### src/rtl/mux_n_pipe.sv
// mux_n_pipe: NUM_IN-way channel select into a 2-entry (main + skid) output buffer.
// Define MUX_N_PIPE_SEL_CHECK_EN to get a sticky err flag on out-of-range selects.
module mux_n_pipe #(
    parameter int WIDTH  = 5,
    parameter int NUM_IN = 4,
    parameter int SEL_W  = 2
) (
    input  logic                    clk,
    input  logic                    rst_n,
    input  logic [NUM_IN*WIDTH-1:0] in_data,
    input  logic [SEL_W-1:0]        in_sel,
    input  logic                    in_valid,
    output logic                    in_ready,
    output logic [WIDTH-1:0]        out_data,
    output logic [SEL_W-1:0]        out_sel,
    output logic                    out_valid,
    input  logic                    out_ready,
    output logic                    err
);
    if (2**SEL_W < NUM_IN) begin : g_bad_sel_w
        $error("mux_n_pipe: SEL_W too small for NUM_IN");
    end

    // Unused select codes map to zero so out-of-range transfers carry all-zero data.
    logic [WIDTH-1:0] chan [2**SEL_W];
    for (genvar k = 0; k < 2**SEL_W; k++) begin : g_chan
        if (k < NUM_IN) begin : g_used
            assign chan[k] = in_data[k*WIDTH +: WIDTH];
        end else begin : g_unused
            assign chan[k] = '0;
        end
    end

    logic [WIDTH-1:0] skid_data;
    logic [SEL_W-1:0] skid_sel;
    logic             skid_valid;
    logic             accept;

    assign accept = in_valid && in_ready;

    always_ff @(posedge clk) begin
        if (!rst_n) begin
            out_data   <= '0;
            out_sel    <= '0;
            out_valid  <= 1'b0;
            skid_data  <= '0;
            skid_sel   <= '0;
            skid_valid <= 1'b0;
            in_ready   <= 1'b1;
        end else if (!out_valid || out_ready) begin
            // Main is free this cycle: refill from skid first to keep FIFO order.
            out_valid  <= skid_valid || accept;
            out_data   <= skid_valid ? skid_data : accept ? chan[in_sel] : out_data;
            out_sel    <= skid_valid ? skid_sel : accept ? in_sel : out_sel;
            skid_valid <= 1'b0;
            in_ready   <= 1'b1;
        end else if (accept) begin
            skid_data  <= chan[in_sel];
            skid_sel   <= in_sel;
            skid_valid <= 1'b1;
            in_ready   <= 1'b0;
        end
    end

`ifdef MUX_N_PIPE_SEL_CHECK_EN
    logic [2**SEL_W-1:0] in_range;
    for (genvar j = 0; j < 2**SEL_W; j++) begin : g_range
        assign in_range[j] = (j < NUM_IN);
    end

    always_ff @(posedge clk) begin
        if (!rst_n) err <= 1'b0;
        else if (accept && !in_range[in_sel]) err <= 1'b1;
    end
`else
    assign err = 1'b0;
`endif
endmodule
### config.mk
export PLATFORM = sky130hd
export DESIGN_NAME = mux_n_pipe
export DESIGN_NICKNAME = d
export VERILOG_FILES = /design/src/rtl/mux_n_pipe.sv
export SDC_FILE = /design/constraint.sdc
export NUM_CORES = 1
export LEC_CHECK = 0
export CORE_MARGIN = 3
export CORE_UTILIZATION = 36
export CTS_CLUSTER_DIAMETER = 50
export DETAILED_ROUTE_END_ITERATION = 16
export PLACE_DENSITY_LB_ADDON = 0.3
export SETUP_SLACK_MARGIN = 0.5
export SLEW_MARGIN = 20
export SYNTH_ARGS = -nofsm -noshare
export SYNTH_HDL_FRONTEND = slang
export SYNTH_SLANG_ARGS = --single-unit
export TNS_END_PERCENT = 1
### constraint.sdc
create_clock -name clk -period 1.4 [get_ports clk]
set_clock_uncertainty 0.05 [all_clocks]
set_input_delay 0.35 -clock clk [delete_from_list [all_inputs] [get_ports clk]]
set_output_delay 0.35 -clock clk [all_outputs]
set_load 0.01 [all_outputs]
==> impl_metrics.toml <==
[logic_synthesis]
syn_avg_cell_area_um2 = 10.5
ys_seq_area_frac = 0.414
synth.area.top_cells = "dfxtp_1, mux4_2, mux2i_1"
synthFlopType = "dfxtp_1"
synth_edf_count = 0
async_flop_share = 0
syn_inst = 78
ys_warn_count = 0
synth_top_cell_by_area = "dfxtp_1"
synth_seq_cells = 17
syn_area_um2 = 822
synth_nets = 104
synth.distinct_cells = 22
synth_top_area_frac = 0.414

[worst_setup_path]
rr_startpoint = "in_ready"
cp.required_ns = 1.53
critPathKind = "in -> reg"
cp_max_fo = 6
r2r_cells = 5
endpoint = "out_data[0]"
timing.rr.end = "skid_sel[0]"
r2r_setup_slack_ns = 0.19
critPathArrivalTime_ns = 1.35
crit_path_start = "in_sel[0]"
endpoint_kind = "flip-flop"
cp-start-kind = "input port"

[global_route]
gr-total-overflow = 0
track_usage = 0.171
grt_max_degree = 12
grt_first_pass_wirelength_um = 3450
grt_pass1_vias = 808
grt_antenna_before_repair = 0

[routing]
finalWirelength_um = 2110
via_per_inst = 5.29
antenna_left = 0
firstDrtPassIters = 4
drc = 0
wl_per_cell_um = 14.6
drt_iter0_drc = 5
vias = 767

[sta]
period_needed_ns = 1.23
worst_hold_slack_ns = 0.416
setup_tns_ns = 0
fmax_mhz = 815
slew_viol_final = 0
rsz0062_at_grt = "true"
finalHoldViolations = 0
fin_crit_sh = 0.876
setup_viol = 0

[die]
initial_core_util = 0.399
rows = 16
dieArea_um2 = 2890
die_h_um = 53.8
core_um2 = 2060
io_pins = 36
die_w_um = 53.8

[status]
status = "finished clean"

[final_layout]
fillers = 204
final_nets = 145
fin_cells = 145
drive_above_1_share = 0.356
seqCellArea_um2 = 352
fin_area_um2 = 1210
multi_input_area_um2 = 440
diodes = 0
area_growth_pct = 47.3

[cts]
cts_buffers = 3
cts_max_level = 1
cts.path.max_buffers = 2
cts-root-buf = "clkbuf_4"
clkSinkCount = 17
clk_pin_slew_ns = 0.10
clkLatencyLatePin_ns = 0.30
cts_tree = "built"

[placement]
hpwlAfterDp_um = 1650
port-buffer-count = 34
globalplace.congestion = 0.721
dp.cells = 140
placed_area_um2 = 1220

[hold_path]
hp-class = "reg -> reg"

[pwr]
peakVddDrop_v = 0.000631
power.density_nw_per_um2 = 848
leakagePower_uw = 0.000509
p_total_uw = 1030

[flow_run]
drv_cap = 0
[power breakdown]
group          internal, uW  total, uW  switching (uW)
logic                   127        231             103
registers               516        532            16.2
clock network           107        264             158
[registers in the layout, summed over array words and instances, names as in the netlist]
signal,cells
skid_data,5
skid_sel,2
out_valid,1
skid_valid,1
out_data,5
out_sel,2
in_ready,1
[what timing repair did]
item | in CTS | in global routing
endpoints found under the setup margin | 26 | 26
hold buffers | 0 | 0
buffers inserted | 1 | 0
hold endpoints to repair | 0 | 0
gates cloned | 0 | 0
resized for setup | 79 | 1
pin swaps | 6 | 0
[through the flow]
step,util,setup WS [ns]
floorplan,-,0.0756
global placement,0.590,-0.556
detailed placement,0.590,-0.613
CTS,0.587,0.168
global route,0.587,0.0968
finish,0.587,0.174
[cell usage in the layout, fill, tap and decap left out, drive strengths merged]
| cell | synthesis | routed |
|---|---|---|
| conb | 1 | 1 |
| nor2 | 3 | 3 |
| a21o | 1 | 1 |
| o2bb2ai | 5 | 5 |
| and4b | 1 | 1 |
| nor2b | 1 | 1 |
| dfxtp | 17 | 17 |
| nor3 | 1 | 1 |
| mux2i | 9 | 9 |
| clkbuf | 4 | 3 |
| buf | 4 | 20 |
| a21oi | 9 | 9 |
| dlygate4sd2 | 0 | 23 |
| inv | 1 | 1 |
| nand2 | 5 | 5 |
| and2 | 1 | 1 |
| a211oi | 7 | 7 |
| mux4 | 5 | 5 |
| nand2b | 2 | 2 |
| clkdlybuf4s50 | 0 | 1 |
| nand3 | 1 | 1 |
| clkinv | 0 | 1 |
[logic make-up after synthesis]
family | count (synthesis) | share of synthesized area
compound gates | 22 | 0.181
flops | 17 | 0.414
buf+inv | 9 | 0.0624
mux | 14 | 0.247
other cells | 1 | 0.00456
simple gates | 15 | 0.0913
[worst min path at each step]
stage / start / end / slack [ns] / cells past startpoint
final: skid_data[2] / skid_data[2] / 0.42 / 2
after detailed placement: skid_data[2] / skid_data[2] / 0.40 / 2
after CTS: skid_data[2] / skid_data[2] / 0.42 / 2
after global placement: skid_data[4] / skid_data[4] / 0.39 / 2
after global routing: skid_data[1] / skid_data[1] / 0.45 / 2
after floorplan: skid_data[0] / skid_data[0] / 0.39 / 2
[worst max-delay path: stages]
cell and delay (ns):
buf_6 0.07, buf_6 0.12, mux4_2 0.53, mux2i_2 0.19
a211oi_1 0.09
[routing by layer]
layer  up-vias  share of wire  wire [um]  global-route usage
met5         -              0          0                   0
met4         0          0.024         50              0.0681
met3         7          0.083        175              0.0554
met2        34           0.49       1030               0.313
met1       357           0.41        857               0.177
li1        369              -          -                   -
[cell type report]
type                    count  area share
inverters                   1     0.00310
repair buffers             44       0.292
well taps                  27      0.0279
clock inverters             1     0.00413
clock buffers               3      0.0186
flip-flops and latches     17       0.290
multi-input cells          52       0.364
[cells in the mapped netlist, types with 2 or more instances]
master and instances:
dfxtp_1 17, a21oi_1 9, mux2i_1 9, a211oi_1 7
mux4_2 5, nand2_1 5, o2bb2ai_1 5, clkbuf_1 3
nor2_1 3, buf_4 2, nand2b_1 2
No activity file was read; power rests on OpenSTA's default activity.
